**src/rtl/mux_pkg.sv**
```systemverilog
// Shared constants and state encoding for the N-to-1 channel serializer.
package mux_pkg;

  localparam int NUM_CH_DEF     = 16;
  localparam int DATA_WIDTH_DEF = 16;

  typedef enum logic {
    IDLE  = 1'b0,
    DRAIN = 1'b1
  } state_t;

endpackage

```
**src/rtl/mux_nto1_serializer_if.sv**
```systemverilog
// Output word stream of the channel serializer (valid/ready).
interface mux_nto1_serializer_if
  import mux_pkg::*;
#(
  parameter int DATA_WIDTH = DATA_WIDTH_DEF,
  parameter int SEL_WIDTH  = $clog2(NUM_CH_DEF)
) ();

  logic                  out_valid;
  logic                  out_ready;
  logic [DATA_WIDTH-1:0] out_data;
  logic [SEL_WIDTH-1:0]  out_ch;
  logic                  out_last;

  modport master (
    output out_valid,
    output out_data,
    output out_ch,
    output out_last,
    input  out_ready
  );

  modport slave (
    input  out_valid,
    input  out_data,
    input  out_ch,
    input  out_last,
    output out_ready
  );

endinterface

```
**src/rtl/mux_nto1_next_ch.sv**
```systemverilog
// Priority finder: lowest set mask bit above ptr, or from bit 0 when start=1.
module mux_nto1_next_ch
  import mux_pkg::*;
#(
  parameter int NUM_CH    = NUM_CH_DEF,
  parameter int SEL_WIDTH = $clog2(NUM_CH)
) (
  input  logic [NUM_CH-1:0]    mask,
  input  logic [SEL_WIDTH-1:0] ptr,
  input  logic                 start,
  output logic [SEL_WIDTH-1:0] nxt,
  output logic                 none
);

  // Scan downward so the lowest qualifying index wins.
  always_comb begin
    nxt  = '0;
    none = 1'b1;
    for (int i = NUM_CH - 1; i >= 0; i--) begin
      if (mask[i] && (start || i > int'(ptr))) begin
        nxt  = SEL_WIDTH'(i);
        none = 1'b0;
      end
    end
  end

endmodule

```
**src/rtl/mux_nto1_serializer.sv**
```systemverilog
// Captures NUM_CH words on load and drains the enabled ones in ascending order.
module mux_nto1_serializer
  import mux_pkg::*;
#(
  parameter int NUM_CH     = NUM_CH_DEF,
  parameter int DATA_WIDTH = DATA_WIDTH_DEF,
  parameter int SEL_WIDTH  = $clog2(NUM_CH)
) (
  input  logic                         clk,
  input  logic                         rst,
  input  logic                         load,
  input  logic [NUM_CH*DATA_WIDTH-1:0] data_in,
  input  logic [NUM_CH-1:0]            ch_mask,
  output logic                         busy,
  output logic                         done,
  mux_nto1_serializer_if.master        out_if
);

  state_t                state;
  state_t                state_nx;
  logic [NUM_CH-1:0]     smask;
  logic [DATA_WIDTH-1:0] bank [NUM_CH];
  logic [SEL_WIDTH-1:0]  ptr;
  logic [SEL_WIDTH-1:0]  nxt;
  logic [SEL_WIDTH-1:0]  first;
  logic                  none;
  logic                  none_first;
  logic                  drain;
  logic                  xfer;
  logic                  accept;
  logic                  empty_ld;
  logic                  fin;

  mux_nto1_next_ch #(
    .NUM_CH    (NUM_CH),
    .SEL_WIDTH (SEL_WIDTH)
  ) u_step (
    .mask  (smask),
    .ptr   (ptr),
    .start (1'b0),
    .nxt   (nxt),
    .none  (none)
  );

  mux_nto1_next_ch #(
    .NUM_CH    (NUM_CH),
    .SEL_WIDTH (SEL_WIDTH)
  ) u_first (
    .mask  (ch_mask),
    .ptr   ('0),
    .start (1'b1),
    .nxt   (first),
    .none  (none_first)
  );

  assign drain = (state == DRAIN);
  assign xfer  = drain & out_if.out_ready;

  always_ff @(posedge clk) begin
    if (rst) state <= IDLE;
    else     state <= state_nx;
  end

  always_comb begin
    state_nx = state;
    accept   = 1'b0;
    empty_ld = 1'b0;
    fin      = 1'b0;
    unique case (state)
      IDLE: begin
        if (load) begin
          if (none_first) begin
            empty_ld = 1'b1;
          end else begin
            accept   = 1'b1;
            state_nx = DRAIN;
          end
        end
      end
      DRAIN: begin
        if (xfer && none) begin
          fin      = 1'b1;
          state_nx = IDLE;
        end
      end
    endcase
  end

  always_ff @(posedge clk) begin
    if (rst) begin
      ptr   <= '0;
      smask <= '0;
      done  <= 1'b0;
      for (int k = 0; k < NUM_CH; k++) bank[k] <= '0;
    end else begin
      done <= empty_ld | fin;
      if (accept) begin
        smask <= ch_mask;
        ptr   <= first;
        for (int k = 0; k < NUM_CH; k++)
          bank[k] <= data_in[k*DATA_WIDTH +: DATA_WIDTH];
      end else if (xfer && !none) begin
        ptr <= nxt;
      end
    end
  end

  // Outputs read only registered state; idle forces them to zero.
  assign busy             = drain;
  assign out_if.out_valid = drain;
  assign out_if.out_data  = drain ? bank[ptr] : '0;
  assign out_if.out_ch    = drain ? ptr : '0;
  assign out_if.out_last  = drain & none;

endmodule

```
**src/flat_wrapper.sv**
```systemverilog
// flat-port wrapper written by rule: the top's interface ports become plain ports
module mux_nto1_serializer_flat import mux_pkg::*;
#(
  parameter int NUM_CH     = NUM_CH_DEF,
  parameter int DATA_WIDTH = DATA_WIDTH_DEF,
  parameter int SEL_WIDTH  = $clog2(NUM_CH)
)
  (clk, rst, load, data_in, ch_mask, busy, done, out_if_out_valid, out_if_out_data, out_if_out_ch, out_if_out_last, out_if_out_ready);
  mux_nto1_serializer_if #(.DATA_WIDTH(DATA_WIDTH), .SEL_WIDTH(SEL_WIDTH)) out_if_i ();
  input  logic clk;
  input  logic rst;
  input  logic load;
  input  logic [NUM_CH*DATA_WIDTH-1:0] data_in;
  input  logic [NUM_CH-1:0] ch_mask;
  output logic busy;
  output logic done;
  output wire logic [$bits(out_if_i.out_valid)-1:0] out_if_out_valid;
  output wire logic [$bits(out_if_i.out_data)-1:0] out_if_out_data;
  output wire logic [$bits(out_if_i.out_ch)-1:0] out_if_out_ch;
  output wire logic [$bits(out_if_i.out_last)-1:0] out_if_out_last;
  input wire logic [$bits(out_if_i.out_ready)-1:0] out_if_out_ready;
  assign out_if_out_valid = out_if_i.out_valid;
  assign out_if_out_data = out_if_i.out_data;
  assign out_if_out_ch = out_if_i.out_ch;
  assign out_if_out_last = out_if_i.out_last;
  assign out_if_i.out_ready = out_if_out_ready;
  mux_nto1_serializer #(.NUM_CH(NUM_CH), .DATA_WIDTH(DATA_WIDTH), .SEL_WIDTH(SEL_WIDTH)) u_core (.clk(clk), .rst(rst), .load(load), .data_in(data_in), .ch_mask(ch_mask), .busy(busy), .done(done), .out_if(out_if_i));
endmodule
```
**config.mk**
```make
export PLATFORM = sky130hd
export DESIGN_NAME = mux_nto1_serializer_flat
export DESIGN_NICKNAME = d
export VERILOG_FILES = /design/src/rtl/mux_pkg.sv /design/src/rtl/mux_nto1_serializer_if.sv /design/src/rtl/mux_nto1_next_ch.sv /design/src/rtl/mux_nto1_serializer.sv /design/src/flat_wrapper.sv
export SDC_FILE = /design/constraint.sdc
export NUM_CORES = 1
export LEC_CHECK = 0
export BUFFER_PORTS_ARGS = -buffer_cell sky130_fd_sc_hd__buf_2
export CORE_MARGIN = 4
export CORE_UTILIZATION = 40
export CTS_CLUSTER_DIAMETER = 40
export DETAILED_ROUTE_END_ITERATION = 10
export HOLD_SLACK_MARGIN = 0.1
export PLACE_DENSITY = 0.77
export SYNTH_ARGS = -nofsm -noshare
export SYNTH_HDL_FRONTEND = slang
export SYNTH_SLANG_ARGS = --single-unit
```
**constraint.sdc**
```tcl
create_clock -name clk -period 8.77 [get_ports clk]
set_input_delay 1.3155 -clock clk [delete_from_list [all_inputs] [get_ports clk]]
set_output_delay 1.3155 -clock clk [all_outputs]
set_load 0.05 [all_outputs]
```
Word level (Yosys, flattened, before mapping)
Memories as Yosys holds them, arrays and structs flattened. A register that Yosys moved wholly into a read port is not among the register bits.
Index checks and enable logic that the tools add are counted.
{"block": "word_totals", "elab_cells": 158, "output_inout_bits": 24, "mem_count": 1, "reg_bits": 22, "input_bits": 276, "mem_bits_ro": 0, "mem_bits_rw": 256, "latchBits": 0}
{"name": "u_core.bank", "words": 16, "width": 16, "rd": 1, "rd_clocked_by_memory_dff": 1, "write_ports": 16, "line_no": "mux_nto1_serializer.sv:22", "source": "logic [DATA_WIDTH-1:0] bank [NUM_CH];"}
{"block": "op_classes", "muxes": 99, "n_addsub": 0, "shifts": 0, "reduce_logical": 19, "eq_ne": 0, "mul": 0, "n_div": 0, "n_bitwise": 20, "n_lt_le_gt_ge": 15}
{"op": "$mux W16", "count": 17}
{"op": "$mux W4", "count": 36}
{"op": "$mux W1", "count": 45}
{"op": "$gt A4 B4 Y1 const A", "count": 8}
{"op": "$logic_and A1 B1 Y1", "count": 17}
{"op": "$or A1 B1 Y1", "count": 17}
{"op": "$gt A3 B4 Y1 const A", "count": 4}
{"op": "$gt A2 B4 Y1 const A", "count": 2}
{"op": "$gt A1 B4 Y1 const A", "count": 1}
{"op": "$and A1 B1 Y1", "count": 2}
{"op": "$pmux W1 S2", "count": 1}
{"op": "$reduce_bool A2 Y1", "count": 1}
{"op": "$logic_not A1 Y1", "count": 1}
{"op": "$not A1 Y1", "count": 1}

Depth between registers and ports, before layout
{"block": "logic_depth", "word_depth": 23, "mapped_depth": 9, "ltp_nobuf": 6}

Hierarchy
Synthesis repeated with hierarchy kept, for this count alone.
{"block": "hier_totals", "cells_unflattened": 1083, "area_unflattened_um2": 13686.9}
{"module": "mux_nto1_serializer", "area_per_inst_um2": 12645.9, "n_inst": 1, "seq_area_each_um2": 8207.9, "cells_per_inst": 919}
{"module": "mux_nto1_next_ch", "area_per_inst_um2": 520.5, "n_inst": 2, "seq_area_each_um2": 0.0, "cells_per_inst": 82}

Worst setup path after synthesis
No wires, ideal clock.
{"block": "synth_timing", "path_kind": "in2reg", "from": "in ch_mask[4]", "to": "mem u_core.bank[0][0] in the netlist's numbering (enable)", "setup_time_ns": 1.974, "arrival_time_ns": 6.748, "n_path_buf": 1, "setup_slack_ns": 0.048, "cell_stages": 5, "required_ns": 6.796, "cell_sequence": "or4_1 nor4b_2 or2b_2 buf_4 nand2b_1"}
{"element": "start, declared", "line_no": "flat_wrapper.sv:14", "source": "input logic [NUM_CH-1:0] ch_mask;"}
{"element": "end, declared", "line_no": "mux_nto1_serializer.sv:22"}

==> qor.yml <==
dieArea_um2: 35400
drv_slew: 0
die_h_um: 188
htreeDepth: 2
grt_pass1_vias: 8403
avgSynthCellArea_um2: 15.1
post-cts-setup-buffers: 0
drt-wirelength-per-cell_um: 20.2
overflow: 0
async_flop_share_pct: 0
antenna_found_initial: 6
vias_per_cell: 5.06
rsz0062_at_grt: "false"
cp.depth: 5
post_cts_resize_count: 0
synth_edf_count: 256
ant_nets: 0
worst_pin_slew_ns: 1.19
setup_viol: 0
cp.arrival_ns: 3.52
num_rows: 65
nets: 1426
hold_depth: 2
crit_slowest_cell: "buf_4"
cap_violations: 0
grt_pass1_wl_mm: 48.9
hold_path_end: "u_core.smask[3]"
hpwl_mm: 23.3
max_freq_ghz: 0.207
area_growth_pct: 25.4
cts_tree: "built"
io_pins: 300
ir_drop_mv: 0.133
cpPeakStageDelay_ns: 0.78
clock-root-buffer: "clkbuf_16"
gr-usage-all-layers_pct: 18.1
reg2regPathDepth: 5
crit_chain: "buf_4 > mux4_2 > mux4_2 > and2_1 > buf_2"
via_count: 8196
first_pass_iters: 5
cp_common_cell: "mux4_2"
io_buffers: 299
finalPower_w: 0.00384
synthFlopType: "edfxtp_1"
wl_mm: 32.7
p_per_area_nw_per_um2: 236
r2r_end: "u_core.bank[11][8]"
drt-initial-drc-count: 541
crit_required_ns: 7.45
hold_viol: 0
ys_seq_area_share_pct: 63.0
grt_max_degree: 135
final_common_cell: "buf_2"
synthCells: 862
fin_cells: 1621
worst_setup_path_end_kind: "output port"
dieWidth_um: 188
finalSetupTns_ns: 0
clockBufferDepth: 3
reg2reg_setup_slack_ns: 5.25
drive_gt1_share_pct: 40.2
max_slew_margin_pct: 20.8
critPathLaunchType: "flop"
start_util_pct: 40.9
path_class: "reg -> out"
hold_buffers: 0
drc: 0
p_leak_nw: 6.44
core_area_um2: 31800
timing.final.crit_share_pct: 55.1
hold_ws_ns: 0.471
syn-num-nets: 1138
crit_fanout: 46
status: "complete, no violations"
final_cell_mix: "buf_2 (298), edfxtp_1 (256), and2_1 (181)"
clock_skew_ns: 0.0123
gp_congestion: 0.809
r2r_start: "u_core.busy"
ys_ff_latch: 281
crit_buf_inv: 2
clock_sinks: 281
synth_warnings: 0
yosysUniqueCellTypes: 61
cpLargestDelayFamily: "multiplexers"
hold_path_class: "reg -> reg"
place_inst: 1541
finalWorstPathRequiredPeriod_ns: 4.83
numCtsBuffers: 42
clk_latency_ns: 0.52
hp-start: "u_core.smask[3]"
clk_pin_slew_worst_paths_ns: 0.05
syn_area_um2: 13000
cell usage after synthesis (2+ instances only):
cell	number	share of area [%]
a211o_1	2	0.13
a211oi_1	6	0.35
a21bo_2	2	0.15
a21oi_1	23	0.89
a221oi_1	2	0.13
a311oi_1	3	0.20
and2_1	181	8.7
buf_1	2	0.058
buf_2	12	0.46
buf_4	3	0.17
buf_6	3	0.26
clkbuf_1	43	1.2
dfxtp_1	25	3.9
edfxtp_1	256	59
inv_1	5	0.14
mux4_2	80	14
nand2_1	37	1.1
nand2b_1	5	0.24
nand3_1	3	0.12
nor2_1	11	0.32
nor2b_1	100	4.8
nor3_1	6	0.23
nor4_1	2	0.096
o211ai_1	2	0.12
o21ai_0	5	0.19
o2bb2ai_1	2	0.13
o31a_1	3	0.20
o41ai_1	2	0.13
or2_2	3	0.14
or4_1	2	0.12
registers in the layout, summed over array words and instances (netlist names), named ones only:
name,count
u_core.bank,256
u_core.busy,1
u_core.done,1
u_core.ptr,4
u_core.smask,15
worst min-delay path, delay by kind of cell, from the launching register on:
kind	cells	cell delay, ns
AO/OA/AOI/OAI	1	0.06
flip-flops	1	0.31
AND/OR/NAND/NOR	1	0.06
routing by layer:
| layer | up-vias | global-route usage [%] | wire (um) |
|---|---|---|---|
| met4 | 8 | 5.48 | 896 |
| li1 | 3808 | - | - |
| met3 | 68 | 4.02 | 2440 |
| met2 | 312 | 30.2 | 16200 |
| met1 | 4000 | 24.0 | 13100 |
| met5 | - | 0 | 43 |
area by class of cell:
cell class              count  area (um2)
fillers                  2670       15500
flip-flops and latches    281        8200
multi-input cells         513        4510
repair buffers            307        1560
clock buffers              47        1130
well taps                 435         544
clock inverters            31         327
inverters                   5        18.8
diodes                      2        5.00
metrics by stage:
stage	util [%]	instance area (um2)	setup WS, ns
finish	51.2	16300	3.94
floorplan	-	13000	0.0481
global route	51.2	16300	3.64
CTS	51.2	16300	3.78
global placement	46.6	14800	4.24
detailed placement	46.6	14800	4.12
cell families after synthesis:
group	after synthesis	synth area share, %
flip-flops	281	63.0
AND/OR/NAND/NOR	365	16.9
multiplexers	80	13.9
buffers and inverters	68	2.34
AO/OA/AOI/OAI	68	3.87
power breakdown:
part | switching, W | internal [W] | leakage, nW
Sequential | 0.0000697 | 0.00159 | 2.96
Combinational | 0.000245 | 0.000233 | 2.76
Clock | 0.000629 | 0.00107 | 0.717
Total | 0.000944 | 0.00289 | 6.44
how the worst max path moves through the flow:
stage / from / endpoint
after global routing: flop / out_if_out_data[0]
final: flop / out_if_out_data[0]
after CTS: flop / out_if_out_data[2]
after detailed placement: ch_mask[5] / u_core.bank[8][9]
after floorplan: ch_mask[4] / u_core.bank[0][0]
after global placement: ch_mask[11] / u_core.bank[10][8]
Note: power is estimated with default switching activity, not from simulation.
